<file path="src/rtl/uart_tx_if.sv">
// Byte handshake between a producer and the UART transmitter.
// The producer offers tx_data with tx_valid, and the transmitter answers with tx_ready.
interface uart_tx_if;
    logic       tx_valid;
    logic [7:0] tx_data;
    logic       tx_ready;

    modport master (
        output tx_valid,
        output tx_data,
        input  tx_ready
    );

    modport slave (
        input  tx_valid,
        input  tx_data,
        output tx_ready
    );
endinterface

</file>
<file path="src/rtl/uart_tx.sv">
// 8N1 UART transmitter, LSB first, CLKS_PER_BIT clocks per bit.
// A one-byte holding register lets frames go out back to back with no idle gap.
module uart_tx #(
    parameter int CLKS_PER_BIT = 521
) (
    input  logic     tx_clk,
    input  logic     rst_n,
    uart_tx_if.slave tx_bus,
    output logic     tx_out,
    output logic     tx_busy,
    output logic     tx_done
);
    localparam logic [15:0] LAST_CNT = 16'(CLKS_PER_BIT - 1);
    localparam logic [15:0] DONE_CNT = 16'(CLKS_PER_BIT - 2);

    typedef enum logic [1:0] {IDLE, START, DATA, STOP} state_t;

    state_t      state_reg;
    logic [15:0] cnt_reg;
    logic [2:0]  bit_idx_reg;
    logic [7:0]  shift_reg;
    logic [7:0]  hold_reg;
    logic        hold_full_reg;
    logic        tx_out_reg;
    logic        busy_reg;
    logic        done_reg;

    logic accept;
    logic bit_end;
    logic free_edge;

    assign tx_bus.tx_ready = ~hold_full_reg;
    assign accept          = tx_bus.tx_valid & ~hold_full_reg;
    assign bit_end         = (cnt_reg == LAST_CNT);
    // The shifter can take a new byte in IDLE or on the final stop cycle.
    assign free_edge       = (state_reg == IDLE) || ((state_reg == STOP) && bit_end);

    assign tx_out  = tx_out_reg;
    assign tx_busy = busy_reg;
    assign tx_done = done_reg;

    always_ff @(posedge tx_clk or negedge rst_n) begin
        if (!rst_n) begin
            state_reg     <= IDLE;
            cnt_reg       <= '0;
            bit_idx_reg   <= '0;
            shift_reg     <= '0;
            hold_reg      <= '0;
            hold_full_reg <= 1'b0;
            tx_out_reg    <= 1'b1;
            busy_reg      <= 1'b0;
            done_reg      <= 1'b0;
        end else begin
            // Register the pulse one edge early so it lands on the last stop cycle.
            done_reg <= (state_reg == STOP) && (cnt_reg == DONE_CNT);

            if (free_edge) begin
                cnt_reg     <= '0;
                bit_idx_reg <= '0;
                if (hold_full_reg) begin
                    shift_reg     <= hold_reg;
                    hold_full_reg <= 1'b0;
                    state_reg     <= START;
                    tx_out_reg    <= 1'b0;
                    busy_reg      <= 1'b1;
                end else if (accept) begin
                    shift_reg  <= tx_bus.tx_data;
                    state_reg  <= START;
                    tx_out_reg <= 1'b0;
                    busy_reg   <= 1'b1;
                end else begin
                    state_reg  <= IDLE;
                    tx_out_reg <= 1'b1;
                    busy_reg   <= 1'b0;
                end
            end else begin
                if (accept) begin
                    hold_reg      <= tx_bus.tx_data;
                    hold_full_reg <= 1'b1;
                end
                if (bit_end) begin
                    cnt_reg <= '0;
                    case (state_reg)
                        START: begin
                            state_reg   <= DATA;
                            bit_idx_reg <= '0;
                            tx_out_reg  <= shift_reg[0];
                        end
                        DATA: begin
                            if (bit_idx_reg == 3'd7) begin
                                state_reg  <= STOP;
                                tx_out_reg <= 1'b1;
                            end else begin
                                bit_idx_reg <= bit_idx_reg + 3'd1;
                                tx_out_reg  <= shift_reg[bit_idx_reg + 3'd1];
                            end
                        end
                        default: ;
                    endcase
                end else begin
                    cnt_reg <= cnt_reg + 16'd1;
                end
            end
        end
    end
endmodule
</file>
<file path="src/flat_wrapper.sv">
// flat-port wrapper written by rule: the top's interface ports become plain ports
module uart_tx_flat 
#(
    parameter int CLKS_PER_BIT = 521
)
  (tx_clk, rst_n, tx_out, tx_busy, tx_done, tx_bus_tx_valid, tx_bus_tx_data, tx_bus_tx_ready);
  uart_tx_if tx_bus_i ();
  input  logic tx_clk;
  input  logic rst_n;
  output logic tx_out;
  output logic tx_busy;
  output logic tx_done;
  input wire logic [$bits(tx_bus_i.tx_valid)-1:0] tx_bus_tx_valid;
  input wire logic [$bits(tx_bus_i.tx_data)-1:0] tx_bus_tx_data;
  output wire logic [$bits(tx_bus_i.tx_ready)-1:0] tx_bus_tx_ready;
  assign tx_bus_i.tx_valid = tx_bus_tx_valid;
  assign tx_bus_i.tx_data = tx_bus_tx_data;
  assign tx_bus_tx_ready = tx_bus_i.tx_ready;
  uart_tx #(.CLKS_PER_BIT(CLKS_PER_BIT)) u_core (.tx_clk(tx_clk), .rst_n(rst_n), .tx_bus(tx_bus_i), .tx_out(tx_out), .tx_busy(tx_busy), .tx_done(tx_done));
endmodule
</file>
<file path="config.mk">
export PLATFORM = sky130hd
export DESIGN_NAME = uart_tx_flat
export DESIGN_NICKNAME = d
export VERILOG_FILES = /design/src/rtl/uart_tx_if.sv /design/src/rtl/uart_tx.sv /design/src/flat_wrapper.sv
export SDC_FILE = /design/constraint.sdc
export NUM_CORES = 1
export LEC_CHECK = 0
export ABC_AREA = 1
export CAP_MARGIN = 20
export CORE_ASPECT_RATIO = 0.9
export CORE_MARGIN = 5
export CORE_UTILIZATION = 63
export CTS_CLUSTER_DIAMETER = 60
export CTS_CLUSTER_SIZE = 20
export DETAILED_ROUTE_END_ITERATION = 7
export GPL_ROUTABILITY_DRIVEN = 0
export GPL_TIMING_DRIVEN = 0
export MAX_ROUTING_LAYER = met4
export PLACE_DENSITY_LB_ADDON = 0.25
export RECOVER_POWER = 25
export SYNTH_ARGS = -nofsm -noshare
export SYNTH_HDL_FRONTEND = slang
export SYNTH_SLANG_ARGS = --single-unit
</file>
<file path="constraint.sdc">
create_clock -name tx_clk -period 5.4 [get_ports tx_clk]
set_clock_uncertainty 0.2 [all_clocks]
set_input_delay 0.54 -clock tx_clk [delete_from_list [all_inputs] [get_ports tx_clk]]
set_output_delay 0.54 -clock tx_clk [all_outputs]
set_load 0.005 [all_outputs]
</file>
# Yosys cells after proc, flatten, opt, wreduce, memory -nomap -nowiden
# Cells that the tools add are included.
[classes]
n_addsub = 2
n_mul = 0
n_div = 0
order_cmp = 1
n_eq_ne = 8
shift = 0
muxes = 26
bitwise_logic = 3
reduce_logical = 13
[op_table]
columns = ["op", "count"]
rows = [
  ["16-bit by 10-bit == test with 1-bit output, second input constant", 2],
  ["16-bit 2-to-1 mux", 2],
  ["16-bit by 1-bit adder with 16-bit output, second input constant", 1],
  ["8-bit 2-to-1 mux", 2],
  ["1-bit 2-to-1 mux", 11],
  ["3-bit 2-to-1 mux", 3],
  ["2-bit 2-to-1 mux", 4],
  ["3-bit one-hot mux with 2 select lines", 1],
  ["2-bit AND reduction", 3],
  ["3-bit AND reduction", 2],
  ["2-bit nonzero test", 3],
  ["2-bit == test, second input constant", 2],
  ["3-bit by 4-bit < comparator with 1-bit output, second input constant", 1],
  ["2-bit one-hot mux with 2 select lines", 1],
  ["3-bit by 1-bit adder with 3-bit output, second input constant", 1],
  ["1-bit binary-select mux with 3-bit select", 1],
  ["3-bit == test, second input constant", 1],
  ["3-bit by 1-bit inequality test with 1-bit output, second input constant", 1],
  ["3-bit by 2-bit inequality test with 1-bit output, second input constant", 1],
  ["3-bit nonzero test", 1],
  ["2-bit by 1-bit == test with 1-bit output, second input constant", 1],
  ["1-bit logical AND", 2],
  ["2-bit logical NOT", 1],
  ["1-bit NOT", 2],
  ["3 further kinds", 3],
]
[word_totals]
reg_bits = 41
latchBits = 0
ram_bits = 0
mem_bits_ro = 0
in_bits = 11
output_inout_bits = 4
wordCells = 62
n_memories = 0

# Longest topological paths before layout
# Gate-level depths: netlist of run 1.
[logic_depth]
word_depth = 7
ltp_mapped = 11
depth_no_buf = 11

# Worst setup path before layout of run 1
# OpenSTA, ideal clock, no wires.
[synth_path]
path_type = "register -> register"
from = "register u_core.cnt_reg[0]"
to = "register u_core.hold_reg[0]"
setup_ps = 117
arrival_time_ps = 1393
t_required_ps = 5083
slack_ps = 3689
stages_incl_launch_ff = 11
path_buffers = 1
cell_sequence = "dfrtp_1 -> inv_1 -> ha_1 -> nand3_1 -> nor2_2 -> nand3_4 -> nand2_8 -> inv_6 -> nand3_4 -> buf_12 -> o21ai_2"
[synth_between]
elab_chain_len = 5
[synth_lines]
columns = ["item", "line_no", "text"]
rows = [
  ["start: declaration", "uart_tx.sv:19", "logic [15:0] cnt_reg;"],
  ["start signal: assignment", "uart_tx.sv:101", "cnt_reg <= cnt_reg + 16'd1;"],
  ["16-bit by 10-bit == test with 1-bit output", "uart_tx.sv:34", "assign bit_end = (cnt_reg == LAST_CNT);"],
  ["1-bit logical AND", "uart_tx.sv:36", "assign free_edge = (state_reg == IDLE) || ((state_reg == STOP) && bit_end);"],
  ["1-bit logical OR", "uart_tx.sv:36", ""],
  ["1-bit NOT (no line)", "--", ""],
  ["2-bit AND reduction (no line)", "--", ""],
  ["end signal: assignment", "uart_tx.sv:78", "hold_reg <= tx_bus.tx_data;"],
  ["end: declaration", "uart_tx.sv:22", "logic [7:0] hold_reg;"],
]
# No other way between the ends.
# A chain may end at the register's enable or synchronous reset.

# Worst setup path in the final report of run 1
[layout_path]
from = "register u_core.hold_full_reg"
to = "output tx_bus_tx_ready"
[layout_between]
elab_chain_len = 1
[layout_lines]
columns = ["item", "line_no", "text"]
rows = [
  ["start: declaration", "uart_tx.sv:23", "logic hold_full_reg;"],
  ["start signal: assignment", "uart_tx.sv:49", "hold_full_reg <= 1'b0;"],
  ["start signal: assignment", "uart_tx.sv:62", "hold_full_reg <= 1'b0;"],
  ["start signal: assignment", "uart_tx.sv:79", "hold_full_reg <= 1'b1;"],
  ["1-bit NOT", "uart_tx.sv:32", "assign tx_bus.tx_ready = ~hold_full_reg;"],
  ["end: declaration", "flat_wrapper.sv:15", "output wire logic [$bits(tx_bus_i.tx_ready)-1:0] tx_bus_tx_ready;"],
]
# No other way between the ends.

==> impl_metrics.env, run 1 <==
export IMPL_seq_power_share_pct=57.6
export IMPL_pin_count=15
export IMPL_rsz0062_at_grt="no"
export IMPL_violations="capacitance limit, slew limit"
export IMPL_gr_total_overflow=0
export IMPL_crit_type="register to output port"
export IMPL_synth_seq_area_share_pct=46.3
export IMPL_finalNonFillerCells=335
export IMPL_utilization_pct=73.9
export IMPL_synthCells=269
export IMPL_area_delta_synth_final_pct=12.6
export IMPL_p_sw_mw=0.121
export IMPL_synth_seq_cells=41
export IMPL_synth_compound_area_share_pct=8.52
export IMPL_synthMuxAreaShare_pct=0
export IMPL_vias=1777
export IMPL_ant_nets=0
export IMPL_finalHoldViolations=0
export IMPL_ctsLongestPathBuffers=2
export IMPL_start_util_pct=65.7
export IMPL_synthAdderAreaFrac_pct=3.95
export IMPL_worstMarginPinSlew_ps=2090
export IMPL_h_tree_depth=2
export IMPL_coreArea_mm2=0.00338
export IMPL_numCtsBuffers=5
export IMPL_largest_reg_flops=16
export IMPL_drt_iter0_markers=122
export IMPL_num_antenna_cells=0
export IMPL_async_flop_share_pct=100
export IMPL_grt_usage_pct=21.4
export IMPL_synth_cell_types=31
export IMPL_worstHoldPathType="register to register"
export IMPL_min_period_ps=2620
export IMPL_slew_viol_final=42
export IMPL_grt_pass1_vias=1736
export IMPL_grt_pass1_wl_um=7760
export IMPL_fin_area_mm2=0.00250
export IMPL_insertion_delay_ps=300
export IMPL_place_area_mm2=0.00241
export IMPL_worst_path_buf_inv=3
export IMPL_wirelength_um=4180
export IMPL_postCtsSetupBuffers=0
export IMPL_portBuffers=14
export IMPL_nFillCells=258
export IMPL_path_cells="inv_1, clkbuf_1, clkdlybuf4s50_1"
export IMPL_synth_xor_area_share_pct=1.97
export IMPL_final_nets=308
export IMPL_fin_crit_sh_pct=48.5
export IMPL_critPathTopFamily="buffers and inverters"
export IMPL_clkPwrFrac_pct=38.1
export IMPL_grt_max_degree=42
export IMPL_root_buffer="clkbuf_8"
export IMPL_crit_path_top_delay_cell="clkdlybuf4s50_1"
export IMPL_cts_tree="yes"
export IMPL_syn_nets=287
export IMPL_die_area_mm2=0.00481
export IMPL_die_height_um=66.3
export IMPL_fmax_mhz=382
export IMPL_post_cts_resized=0
export IMPL_viasPerCell=5.30
export IMPL_cts_sinks=41
export IMPL_path_clk_slew_ps=70
export IMPL_post_route_drc_count=0
export IMPL_critPathCaptureType="output port"
export IMPL_ys_flop_type="dfrtp_1"
export IMPL_vdd_drop_max_uv=172
export IMPL_slowest_delay_ps=580
export IMPL_cp_max_fo=10
export IMPL_max_slew_margin_pct=-39.3
export IMPL_cp_required_ps=4660
export IMPL_finalSetupViolations=0
export IMPL_arrival_ps=1880
export IMPL_p_leak_nw=1.20
export IMPL_antenna_found_initial=0
export IMPL_synth_edf_count=0
export IMPL_cap_violations=1
export IMPL_avgRoutedWirePerCell_um=12.5
export IMPL_synth_simple_area_share_pct=32.7
export IMPL_syn_area_mm2=0.00222
export IMPL_drive_gt1_share_pct=11.7
export IMPL_hpwl_um=3000
export IMPL_hold_buffers=0
export IMPL_dp_cells=327
export IMPL_power_share_switching_pct=22.1
export IMPL_outcome="finished with violations"
export IMPL_synth_warnings=0
export IMPL_tns_ps=0
export IMPL_combPwrFrac_pct=4.4
export IMPL_dr_pass1_iters=4
export IMPL_synth_top_family_by_area="simple AND/OR/NAND/NOR gates"
export IMPL_row_count=20
export IMPL_crit_path_start_kind="register"
export IMPL_powerDensity_mw_per_mm2=220
export IMPL_syn_avg_cell_area_um2=8.25
export IMPL_die_w_um=72.6
export IMPL_internal_power_mw=0.427
-- metal layers --
metal,GRT usage [%],wire length (um),share of wire (%),vias to the layer above
li1,-,-,-,903
met1,28.6,2040,49,833
met2,32.2,1900,46,35
met3,5.47,180,4.3,6
met4,6.22,55,1.3,0
met5,-,0,0,-
-- cell type report --
type                       count  area (um^2)  area share (%)
multi-input combinational    195         1040            41.8
timing repair buffer          14          134            5.36
inverter                      30          118            4.71
tap                           44         55.1            2.20
buffer                         3         28.8            1.15
sequential                    41         1030            41.1
clock buffer                   8         90.1            3.61
-- tightest hold or removal path, delay by kind of cell, from the launching register on --
kind	cells	cell delay (ps)
flops	1	370
simple gates	2	100
-- cells in the mapped netlist (all sizes together) (3+ instances only) --
cell	number	area share (%)
a21oi	3	1.2
nor2	38	7.2
o211ai	7	2.4
nand3	21	5.9
o21ai	11	4.0
nand2	87	16
nor3	5	1.1
inv	30	5.3
ha	7	3.9
nor3b	4	1.4
dfrtp	40	45
xor2	4	1.6
-- power groups by stage --
stage | registers [mW] | logic (mW) | clock network (mW)
floorplan | 0.321 | 0.0100 | 0
global placement | 0.321 | 0.0243 | 0
detailed placement | 0.321 | 0.0249 | 0
CTS | 0.316 | 0.0249 | 0.211
global route | 0.316 | 0.0278 | 0.227
finish | 0.316 | 0.0240 | 0.209
-- layout by cell type, fill, tap and decap left out, drive strengths merged, types with 5 or more instances in the layout --
master / n
nand2: 87
dfrtp: 40
nor2: 38
inv: 30
nand3: 21
clkdlybuf4s50: 13
o21ai: 11
clkbuf: 10
o211ai: 7
ha: 7
nor3: 5
-- kinds of logic after synthesis --
family,count (synthesis)
buf+inv,33
xor+xnor,5
simple gates,159
flops,41
fa+ha+maj,7
compound gates,24
-- metrics by stage --
stage          hold WS [ps]  worst slack (ps)  power [mW]
4_1_cts                 187              2780       0.552
6_report                268              2780       0.548
3_5_place_dp            259              3100       0.346
2_1_floorplan          44.4              3690       0.331
3_3_place_gp            255              2630       0.346
5_1_grt                 276              2620       0.571
-- final timing paths --
path	startpoint	to	slack (ps)	depth (start not counted)
worst max register to register	u_core.cnt_reg[0]$_DFF_PN0_	u_core.hold_reg[5]$_DFFE_PN0P_	3490	11
worst max-delay path	u_core.hold_full_reg$_DFFE_PN0P_	tx_bus_tx_ready	2780	3
min in group asynchronous	rst_n	u_core.cnt_reg[6]$_DFF_PN0_	640	1
worst min-delay path	u_core.tx_out$_DFFE_PN1P_	u_core.tx_out$_DFFE_PN1P_	270	2
worst min register to register	u_core.tx_out$_DFFE_PN1P_	u_core.tx_out$_DFFE_PN1P_	270	2
max in group asynchronous	rst_n	u_core.hold_reg[3]$_DFFE_PN0P_	3170	1
Power figures use the tool's default switching activity.
==> run 2, diff against run 1 <==
--- a/config.mk
+++ b/config.mk
@@ -9,7 +9,7 @@
 export CAP_MARGIN = 20
 export CORE_ASPECT_RATIO = 0.9
 export CORE_MARGIN = 5
-export CORE_UTILIZATION = 63
+export CORE_UTILIZATION = 58
 export CTS_CLUSTER_DIAMETER = 60
 export CTS_CLUSTER_SIZE = 20
 export DETAILED_ROUTE_END_ITERATION = 7
==> constraint.sdc (replaced) <==
create_clock -name tx_clk -period 2.5 [get_ports tx_clk]
set_clock_uncertainty 0.2 [all_clocks]
set_input_delay 0.25 -clock tx_clk [delete_from_list [all_inputs] [get_ports tx_clk]]
set_output_delay 0.25 -clock tx_clk [all_outputs]
set_load 0.005 [all_outputs]
==> impl_metrics.env, run 2 (synthesis gave the netlist of run 1 again) <==
export IMPL_grt_pass1_wl_um=6940
export IMPL_gr_total_overflow=0
export IMPL_worstHoldPathType="register to register"
export IMPL_vias=1719
export IMPL_cp_required_ps=2050
export IMPL_ctsLongestPathBuffers=2
export IMPL_die_height_um=68.7
export IMPL_ant_nets=0
export IMPL_row_count=21
export IMPL_final_cell_mix="nand2_1 (82), dfrtp_1 (40), nor2_1 (33)"
export IMPL_outcome="complete, no violations"
export IMPL_max_slew_margin_pct=33.1
export IMPL_layout_commonest_cell="nand2_1"
export IMPL_whs_ps=274
export IMPL_grt_pass1_vias=1500
export IMPL_min_period_ps=2330
export IMPL_start_util_pct=59.9
export IMPL_grt_usage_pct=18.2
export IMPL_finalHoldViolations=0
export IMPL_fin_crit_sh_pct=93.3
export IMPL_cts_tree="yes"
export IMPL_powerDensity_mw_per_mm2=457
export IMPL_fmax_mhz=429
export IMPL_path_cells="inv_1, clkbuf_1, clkdlybuf4s50_1"
export IMPL_path_clk_slew_ps=70
export IMPL_die_w_um=75.2
export IMPL_rsz0062_at_grt="no"
export IMPL_critPathCaptureType="output port"
export IMPL_cap_violations=0
export IMPL_hold_buffers=1
export IMPL_pin_count=15
export IMPL_portBuffers=14
export IMPL_coreArea_mm2=0.00370
export IMPL_slew_viol_final=0
export IMPL_numCtsBuffers=5
export IMPL_crit_type="register to output port"
export IMPL_num_antenna_cells=0
export IMPL_tns_ps=0
export IMPL_avgRoutedWirePerCell_um=11.6
export IMPL_drive_gt1_share_pct=11.3
export IMPL_post_cts_resized=0
export IMPL_slowest_delay_ps=580
export IMPL_crit_path_start_kind="register"
export IMPL_vdd_drop_max_uv=324
export IMPL_wirelength_um=3910
export IMPL_h_tree_depth=2
export IMPL_place_ws_ps=478
export IMPL_final_nets=309
export IMPL_cts_sinks=41
export IMPL_p_leak_nw=1.20
export IMPL_die_area_mm2=0.00516
export IMPL_crit_path_top_delay_cell="clkdlybuf4s50_1"
export IMPL_viasPerCell=5.09
export IMPL_root_buffer="clkbuf_8"
export IMPL_insertion_delay_ps=290
export IMPL_postCtsSetupBuffers=0
export IMPL_largest_reg_flops=16
export IMPL_post_route_drc_count=0
export IMPL_finalSetupViolations=0
export IMPL_finalNonFillerCells=338
export IMPL_dr_pass1_iters=4
export IMPL_dp_cells=329
export IMPL_drt_iter0_markers=106
export IMPL_area_delta_synth_final_pct=12.7
export IMPL_grt_max_degree=42
export IMPL_layout_setup_ws_ps=168
export IMPL_utilization_pct=67.5
export IMPL_worstMarginPinSlew_ps=1000
export IMPL_cp_max_fo=10
export IMPL_hpwl_um=2880
export IMPL_antenna_found_initial=0
export IMPL_arrival_ps=1880
==> run 2: cell count changes in the layout (fill, tap and decap cells not counted) <==
cell	change
clkbuf_2	+1
clkbuf_8	-1
dlygate4sd3_1	+1
inv_1	+1
inv_2	-1
==> run 2: cell type report <==
class / instances / area (um^2)
Fill cell: 307 / 1200
Multi-Input combinational cell: 195 / 1040
Sequential cell: 41 / 1030
Timing Repair Buffer: 15 / 145
Inverter: 30 / 118
Clock buffer: 8 / 80.1
Tap cell: 46 / 57.6
Buffer: 3 / 28.8
==> run 2: worst paths after layout <==
check                                                      start                              to  slack (ps)  cells past startpoint
worst max-delay path            u_core.hold_full_reg$_DFFE_PN0P_                 tx_bus_tx_ready         170                      3
worst min-delay path                   u_core.tx_out$_DFFE_PN1P_       u_core.tx_out$_DFFE_PN1P_         270                      2
worst max register to register       u_core.cnt_reg[0]$_DFF_PN0_  u_core.hold_reg[1]$_DFFE_PN0P_         590                     10
worst min register to register         u_core.tx_out$_DFFE_PN1P_       u_core.tx_out$_DFFE_PN1P_         270                      2
max in group asynchronous                                  rst_n  u_core.hold_reg[6]$_DFFE_PN0P_        1020                      2
min in group asynchronous                                  rst_n     u_core.cnt_reg[4]$_DFF_PN0_         470                      2
==> run 2: critical path, delay by kind of cell (launching register included) <==
| family | cells | cell delay [ps] |
|---|---|---|
| buf+inv | 3 | 1170 |
| flops | 1 | 430 |
==> run 2: report_power, final <==
part / internal, mW / switching (mW)
registers: 0.675 / 0.00708
logic: 0.0242 / 0.0295
clock network: 0.198 / 0.210
total: 0.898 / 0.246
==> run 2: per-layer routing <==
| layer | up-vias | routed length [um] | track usage [%] |
|---|---|---|---|
| met3 | 4 | 173 | 3.91 |
| met4 | 0 | 33 | 5.46 |
| met1 | 777 | 2040 | 27.3 |
| met2 | 30 | 1660 | 24.6 |
| met5 | - | 0 | - |
| li1 | 908 | - | - |
==> run 2: through the flow <==
step / total power, mW / instance area [um^2]
2_1_floorplan: 0.715 / 2220
3_3_place_gp: 0.747 / 2420
3_5_place_dp: 0.748 / 2410
4_1_cts: 1.16 / 2500
5_1_grt: 1.19 / 2500
6_report: 1.14 / 2500
==> run 3, diff against run 2 <==
--- a/config.mk
+++ b/config.mk
@@ -18,6 +18,7 @@
 export MAX_ROUTING_LAYER = met4
 export PLACE_DENSITY_LB_ADDON = 0.25
 export RECOVER_POWER = 25
+export SLEW_MARGIN = 20
 export SYNTH_ARGS = -nofsm -noshare
 export SYNTH_HDL_FRONTEND = slang
 export SYNTH_SLANG_ARGS = --single-unit
==> impl_metrics.env, run 3 (synthesis gave the netlist of run 1 again) <==
export IMPL_vias=1698
export IMPL_area_delta_synth_final_pct=13.9
export IMPL_p_sw_mw=0.255
export IMPL_root_buffer="clkbuf_8"
export IMPL_largest_reg_flops=16
export IMPL_vdd_drop_max_uv=350
export IMPL_place_area_mm2=0.00243
export IMPL_drive_gt1_share_pct=12.6
export IMPL_antenna_found_initial=0
export IMPL_start_util_pct=59.9
export IMPL_fmax_mhz=427
export IMPL_post_route_drc_count=0
export IMPL_p_leak_nw=1.21
export IMPL_die_w_um=75.2
export IMPL_cap_violations=0
export IMPL_arrival_ps=1890
export IMPL_tns_ps=0
export IMPL_grt_usage_pct=18.8
export IMPL_combPwrFrac_pct=4.4
export IMPL_cp_required_ps=2050
export IMPL_pin_count=15
export IMPL_h_tree_depth=2
export IMPL_viasPerCell=5.01
export IMPL_finalHoldViolations=0
export IMPL_ctsLongestPathBuffers=2
export IMPL_grt_pass1_wl_um=7100
export IMPL_grt_pass1_vias=1537
export IMPL_min_period_ps=2340
export IMPL_worstHoldPathType="register to register"
export IMPL_worstMarginPinSlew_ps=834
export IMPL_layout_commonest_cell="nand2_1"
export IMPL_numCtsBuffers=5
export IMPL_fin_area_mm2=0.00253
export IMPL_num_antenna_cells=0
export IMPL_crit_path_top_delay_cell="clkdlybuf4s50_1"
export IMPL_row_count=21
export IMPL_internal_power_mw=0.949
export IMPL_avgRoutedWirePerCell_um=11.6
export IMPL_crit_type="register to output port"
export IMPL_portBuffers=14
export IMPL_outcome="complete, no violations"
export IMPL_finalSetupViolations=0
export IMPL_grt_max_degree=27
export IMPL_final_cell_mix="nand2_1 (82), dfrtp_1 (40), nor2_1 (33)"
export IMPL_final_nets=310
export IMPL_path_cells="inv_1, clkbuf_1, clkdlybuf4s50_1"
export IMPL_drt_iter0_markers=92
export IMPL_gr_total_overflow=0
export IMPL_seq_power_share_pct=56.6
export IMPL_post_cts_resized=0
export IMPL_slowest_delay_ps=580
export IMPL_coreArea_mm2=0.00370
export IMPL_clkPwrFrac_pct=38.9
export IMPL_slew_viol_final=0
export IMPL_dr_pass1_iters=4
export IMPL_worst_path_buf_inv=3
export IMPL_wirelength_um=3920
export IMPL_postCtsSetupBuffers=0
export IMPL_crit_path_start_kind="register"
export IMPL_power_share_switching_pct=21.2
export IMPL_rsz0062_at_grt="no"
export IMPL_cts_sinks=41
export IMPL_max_slew_margin_pct=44.4
export IMPL_path_clk_slew_ps=80
export IMPL_fin_crit_sh_pct=93.6
export IMPL_cts_tree="yes"
export IMPL_critPathCaptureType="output port"
export IMPL_die_area_mm2=0.00516
export IMPL_critPathTopFamily="buffers and inverters"
export IMPL_cp_max_fo=10
export IMPL_die_height_um=68.7
export IMPL_ant_nets=0
export IMPL_powerDensity_mw_per_mm2=477
export IMPL_insertion_delay_ps=290
export IMPL_hpwl_um=2990
run 3: worst register-to-register path, delay by kind of cell, from the launching register on:
family        cells  cell delay (ps)
simple gates      8              940
flops             1              410
fa+ha+maj         1              140
buf+inv           2              130
run 3: per-stage QoR:
stage,worst slack (ps),cells,hold WS [ps],power (mW),util [%]
after CTS,154,339,235,1.22,68.6
after global routing,62.5,339,305,1.26,68.2
after floorplan,789,269,-246,0.715,-
after global placement,5.62,329,256,0.747,65.2
after detailed placement,474,330,-6.06,0.752,65.6
final,160,339,271,1.20,68.2
run 3: layout make-up:
type | count | area [um^2]
Timing Repair Buffer | 16 | 149
Clock buffer | 7 | 96.3
Fill cell | 301 | 1180
Inverter | 30 | 118
Tap cell | 46 | 57.6
Buffer | 3 | 28.8
Multi-Input combinational cell | 195 | 1040
Sequential cell | 41 | 1030
Clock inverter | 1 | 5.00
run 3: final timing paths:
kind,start,to,slack [ps],depth (start not counted)
min in group asynchronous,rst_n,u_core.cnt_reg[0]$_DFF_PN0_,380,2
setup reg to reg,u_core.cnt_reg[0]$_DFF_PN0_,u_core.bit_idx_reg[2]$_DFFE_PN0P_,590,11
setup / recovery,u_core.hold_full_reg$_DFFE_PN0P_,tx_bus_tx_ready,160,3
hold reg to reg,u_core.tx_out$_DFFE_PN1P_,u_core.tx_out$_DFFE_PN1P_,270,2
max in group asynchronous,rst_n,u_core.hold_reg[7]$_DFFE_PN0P_,640,3
hold / removal,u_core.tx_out$_DFFE_PN1P_,u_core.tx_out$_DFFE_PN1P_,270,2
run 3: power groups by stage:
stage	registers, mW	clock network [mW]	logic [mW]
after detailed placement	0.695	0	0.0573
after global placement	0.694	0	0.0526
after global routing	0.684	0.511	0.0613
after floorplan	0.693	0	0.0217
final	0.682	0.469	0.0533
after CTS	0.682	0.480	0.0585
run 3: what timing repair did:
item	CTS	global route
hold endpoints to repair	15	0
setup endpoints to repair	0	0
hold buffers	1	0
run 3: layer usage:
| metal | vias up | GRT usage [%] | wire (um) |
|---|---|---|---|
| li1 | 905 | - | - |
| met1 | 757 | 28.0 | 2050 |
| met2 | 30 | 25.4 | 1640 |
| met3 | 6 | 4.35 | 186 |
| met4 | 0 | 5.90 | 50 |
| met5 | - | - | 0 |
